### src/rtl/fp_multiplier_pipe.sv
// Pipelined floating-point multiplier: operand capture, classify, multiply, normalise/round/pack.
// Define FPMUL_RNE_EN for round-to-nearest-even; otherwise the fraction is truncated toward zero.
module fp_multiplier_pipe #(
    parameter  int EXP_W      = 5,
    parameter  int MAN_W      = 10,
    localparam int DATA_WIDTH = 1 + EXP_W + MAN_W
) (
    input  logic                  clk,
    input  logic                  reset,
    input  logic                  en,
    input  logic                  in_valid,
    input  logic [DATA_WIDTH-1:0] a,
    input  logic [DATA_WIDTH-1:0] b,
    output logic                  out_valid,
    output logic [DATA_WIDTH-1:0] result,
    output logic [2:0]            flags
);
    localparam int EW = EXP_W + 2;
    localparam int PW = 2 * MAN_W + 2;
`ifdef FPMUL_RNE_EN
    localparam int LSB = 0;
`else
    localparam int LSB = MAN_W;
`endif
    localparam int KW = PW - LSB;
    localparam logic signed [EW-1:0] BIAS_S  = EW'((2 ** (EXP_W - 1)) - 1);
    localparam logic signed [EW-1:0] EXP_MAX = EW'((2 ** EXP_W) - 1);
    localparam logic signed [EW-1:0] ONE_S   = EW'(1);
    localparam logic signed [EW-1:0] ZERO_S  = EW'(0);

    typedef enum logic [1:0] {SPC_NORM, SPC_ZERO, SPC_INF, SPC_NAN} spc_e;

    function automatic spc_e classify(input logic [EXP_W-1:0] e, input logic [MAN_W-1:0] f);
        if (e == '0)
            return SPC_ZERO;
        else if (e == '1)
            return (f == '0) ? SPC_INF : SPC_NAN;
        else
            return SPC_NORM;
    endfunction

    function automatic spc_e combine(input spc_e x, input spc_e y);
        if (x == SPC_NAN || y == SPC_NAN)
            return SPC_NAN;
        if ((x == SPC_INF && y == SPC_ZERO) || (x == SPC_ZERO && y == SPC_INF))
            return SPC_NAN;
        if (x == SPC_INF || y == SPC_INF)
            return SPC_INF;
        if (x == SPC_ZERO || y == SPC_ZERO)
            return SPC_ZERO;
        return SPC_NORM;
    endfunction

    // Saturating pack of a normal result: {result, invalid, overflow, underflow}
    function automatic logic [DATA_WIDTH+2:0] pack_normal(input logic s,
                                                          input logic signed [EW-1:0] e,
                                                          input logic [MAN_W-1:0] f);
        if (e >= EXP_MAX)
            return {s, {EXP_W{1'b1}}, {MAN_W{1'b0}}, 3'b010};
        else if (e <= ZERO_S)
            return {s, {(EXP_W + MAN_W){1'b0}}, 3'b001};
        else
            return {s, e[EXP_W-1:0], f, 3'b000};
    endfunction

`ifdef FPMUL_RNE_EN
    function automatic logic [MAN_W:0] round_rne(input logic [MAN_W-1:0] f,
                                                 input logic g, input logic st);
        return {1'b0, f} + {{MAN_W{1'b0}}, g & (st | f[0])};
    endfunction
`endif

    // Stage p0: operand capture
    logic                  vld_p0;
    logic [DATA_WIDTH-1:0] a_p0, b_p0;
    logic                  sa, sb;
    logic [EXP_W-1:0]      ea, eb;
    logic [MAN_W-1:0]      fa, fb;

    assign {sa, ea, fa} = a_p0;
    assign {sb, eb, fb} = b_p0;

    // Stage p1: sign, biased exponent sum, special-case code
    logic                 vld_p1, sign_p1;
    logic signed [EW-1:0] exp_p1;
    logic [MAN_W:0]       man_a_p1, man_b_p1;
    spc_e                 spc_p1;

    // Stage p2: significand product (low bits dropped when truncating)
    logic                 vld_p2, sign_p2;
    logic signed [EW-1:0] exp_p2;
    logic [KW-1:0]        prod_p2;
    spc_e                 spc_p2;

    always_ff @(posedge clk) begin
        if (en) begin
            a_p0     <= a;
            b_p0     <= b;
            sign_p1  <= sa ^ sb;
            exp_p1   <= $signed({2'b00, ea}) + $signed({2'b00, eb}) - BIAS_S;
            man_a_p1 <= {1'b1, fa};
            man_b_p1 <= {1'b1, fb};
            spc_p1   <= combine(classify(ea, fa), classify(eb, fb));
            sign_p2  <= sign_p1;
            exp_p2   <= exp_p1;
            spc_p2   <= spc_p1;
            prod_p2  <= KW'((PW'(man_a_p1) * PW'(man_b_p1)) >> LSB);
        end
    end

    // Stage p3: normalise, round, pack, flag
    logic [MAN_W-1:0]      frac_n;
    logic signed [EW-1:0]  exp_n;
    logic [DATA_WIDTH-1:0] res_n;
    logic [2:0]            flg_n;
`ifdef FPMUL_RNE_EN
    logic                  guard_n, sticky_n;
    logic [MAN_W:0]        frac_r;
`endif

    always_comb begin
        exp_n  = exp_p2;
        frac_n = prod_p2[KW-3 -: MAN_W];
`ifdef FPMUL_RNE_EN
        guard_n  = prod_p2[MAN_W-1];
        sticky_n = |prod_p2[MAN_W-2:0];
`endif
        if (prod_p2[KW-1]) begin
            exp_n  = exp_p2 + ONE_S;
            frac_n = prod_p2[KW-2 -: MAN_W];
`ifdef FPMUL_RNE_EN
            guard_n  = prod_p2[MAN_W];
            sticky_n = |prod_p2[MAN_W-1:0];
`endif
        end
`ifdef FPMUL_RNE_EN
        frac_r = round_rne(frac_n, guard_n, sticky_n);
        if (frac_r[MAN_W])
            exp_n = exp_n + ONE_S;
        frac_n = frac_r[MAN_W-1:0];
`endif
        res_n = '0;
        flg_n = '0;
        case (spc_p2)
            SPC_NAN:  begin
                res_n = {1'b0, {EXP_W{1'b1}}, 1'b1, {(MAN_W - 1){1'b0}}};
                flg_n = 3'b100;
            end
            SPC_INF:  res_n = {sign_p2, {EXP_W{1'b1}}, {MAN_W{1'b0}}};
            SPC_ZERO: res_n = {sign_p2, {(EXP_W + MAN_W){1'b0}}};
            default:  {res_n, flg_n} = pack_normal(sign_p2, exp_n, frac_n);
        endcase
    end

    always_ff @(posedge clk or posedge reset) begin
        if (reset) begin
            vld_p0    <= 1'b0;
            vld_p1    <= 1'b0;
            vld_p2    <= 1'b0;
            out_valid <= 1'b0;
            result    <= '0;
            flags     <= '0;
        end else if (en) begin
            vld_p0    <= in_valid;
            vld_p1    <= vld_p0;
            vld_p2    <= vld_p1;
            out_valid <= vld_p2;
            if (vld_p2) begin
                result <= res_n;
                flags  <= flg_n;
            end
        end
    end

endmodule

### config.mk
export PLATFORM = sky130hd
export DESIGN_NAME = fp_multiplier_pipe
export DESIGN_NICKNAME = d
export VERILOG_FILES = /design/src/rtl/fp_multiplier_pipe.sv
export SDC_FILE = /design/constraint.sdc
export NUM_CORES = 1
export LEC_CHECK = 0
export ABC_AREA = 1
export BUFFER_PORTS_ARGS = -buffer_cell sky130_fd_sc_hd__clkbuf_2
export CORE_MARGIN = 4
export CORE_UTILIZATION = 55
export CTS_CLUSTER_DIAMETER = 120
export DETAILED_ROUTE_END_ITERATION = 16
export PLACE_DENSITY = 0.74
export SKIP_LAST_GASP = 1
export SYNTH_ARGS = -nofsm -noshare
export SYNTH_HDL_FRONTEND = slang
export SYNTH_SLANG_ARGS = --single-unit
### constraint.sdc
create_clock -name clk -period 6.12 [get_ports clk]
set_clock_uncertainty 0.15 [all_clocks]
set_input_delay 0.306 -clock clk [delete_from_list [all_inputs] [get_ports clk]]
set_output_delay 0.306 -clock clk [all_outputs]
set_load 0.1 [all_outputs]
==> impl_summary.md <==
Worst setup path
Traced cell by cell, the critical path runs through nand2_1 -> fa_1 -> inv_1 -> fa_1 -> fa_1 -> fa_1 -> inv_1 -> fa_1 -> inv_1 -> ha_1 -> a21oi_1 -> o21ai_0 -> a21oi_1 -> nand2_1 -> nand2_1 -> nand2_1 -> nand2_1 -> nand2_1. The worst setup path is launched from a flip-flop. The largest single stage delay on the critical path is 620 ps. STA classifies the critical path endpoint as a flip-flop. The library cell contributing the largest single delay on the critical path is sky130_fd_sc_hd__edfxtp_1. In this run the critical register-to-register path is captured at prod_p2[9]$_DFFE_PP_. The worst flop-to-flop path startpoint is man_b_p1[2]$_DFFE_PP_. The number of buffers and inverters on the critical path is 3. The kind of critical path is flip-flop to flip-flop. The cell type with the highest occurrence count on the critical path is sky130_fd_sc_hd__nand2_1. Data on the critical path is required at its endpoint by just over 6000 ps. The depth of the worst register-to-register path is 18. Data on the critical path arrives at its endpoint at 5140 ps. The dominant delay contributor by cell family on the critical path is adder cells. The setup check on the worst reg-to-reg path leaves a slack of 950 ps. Of all nets on the critical path, the largest fanout is 11.

Place
The routability-driven placement congestion ratio is 0.892. The number of instances in the placed design is 1,042. Port buffering added between 50 and 60 buffers. After legalization and detailed placement, the total HPWL measured 11,600 µm. In this run the cell area measured after placement is roughly 8500 µm². Timing analysis after detailed placement gives a worst setup slack of approximately 960 ps.

Clock network
The clock-pin slew of the registers on the worst-case setup and hold paths is around 80 ps. Counting the buffers created by CTS gives 9. CTS saw 107 sinks. In this run the number of H-tree levels came out at 3. TritonCTS built the clock tree. The insertion delay of the later-clocked pin in the worst-skew pair is 360 ps. The root buffer cell is sky130_fd_sc_hd__clkbuf_16.

The number of buffers inserted to repair setup after CTS is 0. The longest clock path from root to sink contains 2 buffers.

Yosys
The dominant register cell in the synthesized netlist is sky130_fd_sc_hd__edfxtp_1. The synthesized flop and latch total is 107. In this run the cell area of the synthesized design comes to between 8000 and 9000 µm². The number of standard cells after synthesis is 825. The number of warnings printed during yosys synthesis is 0.

Averaged over all synthesized cells, the footprint is 9.84 µm². In this run, synthesis inferred between 80 and 90 flip-flops with an integrated enable. The number of distinct library cells after synthesis is 38. Summing the sequential cell areas from Yosys gives 38.2% of the chip area. The synthesized net count is 1,007. The share of flip-flops with an asynchronous set or reset after synthesis is a little over a fifth.

Timing
Setup repair after global routing left no endpoint under its margin. The final hold violation count is 0. For the pin with the worst max-slew slack, the measured transition is 851 ps. Static timing analysis puts the maximum clock frequency at roughly 190 MHz.

Measured against its own limit, the worst slew margin works out to a little over two fifths. Subtracting the final worst setup slack from the clock period gives 5170 ps. The count of pins over their slew limit came to 0. Across all setup checks in the final design, the least slack found is 949 ps. After layout, the worst path uses between 80 and 90% of the clock period.

Setup violations remaining at the end of the flow were counted as 0. The setup TNS is 0 ps.

Pwr
The maximum resistive drop on vdd is 0.253 mV. Summed over all nets, the switching power comes to roughly 2.1 mW. The combinational group share of total power is between 60 and 70%.

Net switching is 47.8% of the power. The standby leakage power is 4.71 nW. The portion of total power attributed to the clock network is around 13%. Sequential cells burn a little over a quarter of the power.

Total power for the finished layout comes to 4.33 mW. The power density over cell area is 474 nW/µm². The internal power summed over all cells is 2.26 mW.

Global route
The initial antenna violation count is 0. The remaining global-route overflow is 0. The via count of the first global-routing pass is 5,540.

The pin count of the biggest net entering global routing is 50. The all-layer global routing usage is 20.3%. The first-pass GRT wire length is about 27,000 µm.

Floorplanning
The height of the die is 129 µm. The horizontal die dimension is 129 µm. For this configuration, the core starts out at a cell density of a little under three fifths. In this run the count of I/O pins placed on the die edge is 56. In this run the core area contains 44 standard-cell rows. The area of the die is 16,800 µm². The core area is around 14,000 µm².

Routing
The first detailed-routing pass ran for 4 iterations. The sum of routed wire length over all layers is about 15,000 µm. In the final routed layout, each cell accounts on average for 14.1 µm. The detail route stage leaves a number of antenna-violating nets equal to 0.

The via count is 5,413. The detailed router finished its first iteration with 398 violations. The final routed DRC violation total is 0. In the routed layout, each cell is associated on average with a via count of 4.96.

Outcome
The run finished with clean final reports.

Final layout
The layout net count is 1,084. Compared with the post-synthesis result, the final layout area differs by 12.5%. The commonest non-fill, non-tap cell in the layout is sky130_fd_sc_hd__inv_1.

The final design area excluding fillers is 9130 µm². Fill cells in the final layout number approximately 1,200. Of the cells placed in the final design, the portion with a size suffix greater than 1 is 11.0%.

The final cell count without fillers is 1,091. The number of antenna cells inserted is 0. In the layout the commonest cells are sky130_fd_sc_hd__inv_1, sky130_fd_sc_hd__nand2_1, sky130_fd_sc_hd__edfxtp_1.

Min path
The worst hold path class is input pin to flip-flop. The worst hold path terminates at vld_p0$_DFFE_PP0P_. The worst hold path begins at in_valid. Counting instances, the worst hold path has a depth of 2.

Run
Max-cap violations in this run came to 0.
==> cells by family after synthesis <==
family / after synthesis / synth area share [%]
muxes: 10 / 1.25
adders and majority gates: 146 / 29.9
DFF: 107 / 38.2
AOI/OAI and AO/OA: 66 / 4.96
xor gates and xnor gates: 17 / 1.83
and+or+nand+nor: 263 / 13.6
buffers and inverters: 216 / 10.3
==> cells in the mapped netlist (all sizes together) (5+ instances only) <==
master,number,share of area (%)
nor4,6,0.46
clkbuf,17,0.79
nand2,189,9.0
fa,80,20
xnor2,7,0.76
nand4,9,0.69
xor2,10,1.1
mux2i,9,1.1
buf,6,0.54
nor2,37,1.8
dfrtp,23,7.1
nand3,16,0.99
inv,193,8.9
edfxtp,84,31
a21oi,29,1.8
o21ai,22,1.8
ha,66,10
nor3,5,0.45
==> registers in the layout, indices dropped and copies added, names as in the netlist <==
name       count
a_p0          16
spc_p2         2
vld_p0         1
exp_p2         7
vld_p2         1
man_b_p1      10
sign_p2        1
exp_p1         7
flags          3
result        16
vld_p1         1
spc_p1         2
out_valid      1
sign_p1        1
prod_p2       12
b_p0          16
man_a_p1      10
==> metal layers <==
layer	part of all wire (%)	up-vias	global-route usage, %
met3	4.7	13	4.25
li1	-	2710	-
met4	1.1	0	4.95
met5	0	-	0
met2	49	113	33.6
met1	46	2577	27.8
==> per-stage QoR <==
step	hold WS [ps]	util, %
floorplan	158	-
global placement	252	58.9
detailed placement	255	58.9
CTS	11.6	63.1
global route	22.8	63.1
finish	21.7	63.1
==> what timing repair did <==
action,4_1_cts,5_1_grt
hold buffers,33,0
hold endpoints to repair,55,0
resized for setup,0,0
==> power by group through the flow <==
stage	Sequential, mW	Combinational, mW	Clock (mW)
after floorplan	1.31	1.88	0
after global placement	1.14	2.57	0
after detailed placement	1.15	2.61	0
after CTS	1.13	2.65	0.570
after global routing	1.15	3.04	0.602
final	1.13	2.64	0.560
==> how the worst max path moves through the flow <==
stage / startpoint / end / slack, ps / cells after the start
2_1_floorplan: man_a_p1[7]$_DFFE_PP_ / prod_p2[10]$_DFFE_PP_ / 1290 / 17
3_3_place_gp: man_a_p1[8]$_DFFE_PP_ / prod_p2[9]$_DFFE_PP_ / 1070 / 18
3_5_place_dp: man_a_p1[8]$_DFFE_PP_ / prod_p2[9]$_DFFE_PP_ / 960 / 18
4_1_cts: man_a_p1[8]$_DFFE_PP_ / prod_p2[9]$_DFFE_PP_ / 980 / 18
5_1_grt: man_a_p1[8]$_DFFE_PP_ / prod_p2[9]$_DFFE_PP_ / 650 / 18
6_report: man_b_p1[2]$_DFFE_PP_ / prod_p2[9]$_DFFE_PP_ / 950 / 18
==> final cells by class <==
type                       instances  area, µm²  area share [%]
multi-input combinational        502       4190            45.8
sequential                       107       3100            33.9
inverter                         193        724            7.93
timing repair buffer              89        616            6.74
tap                              184        230            2.52
clock buffer                       9        225            2.47
clock inverter                     7       52.6           0.575
Note: power is estimated with default switching activity, not from simulation.
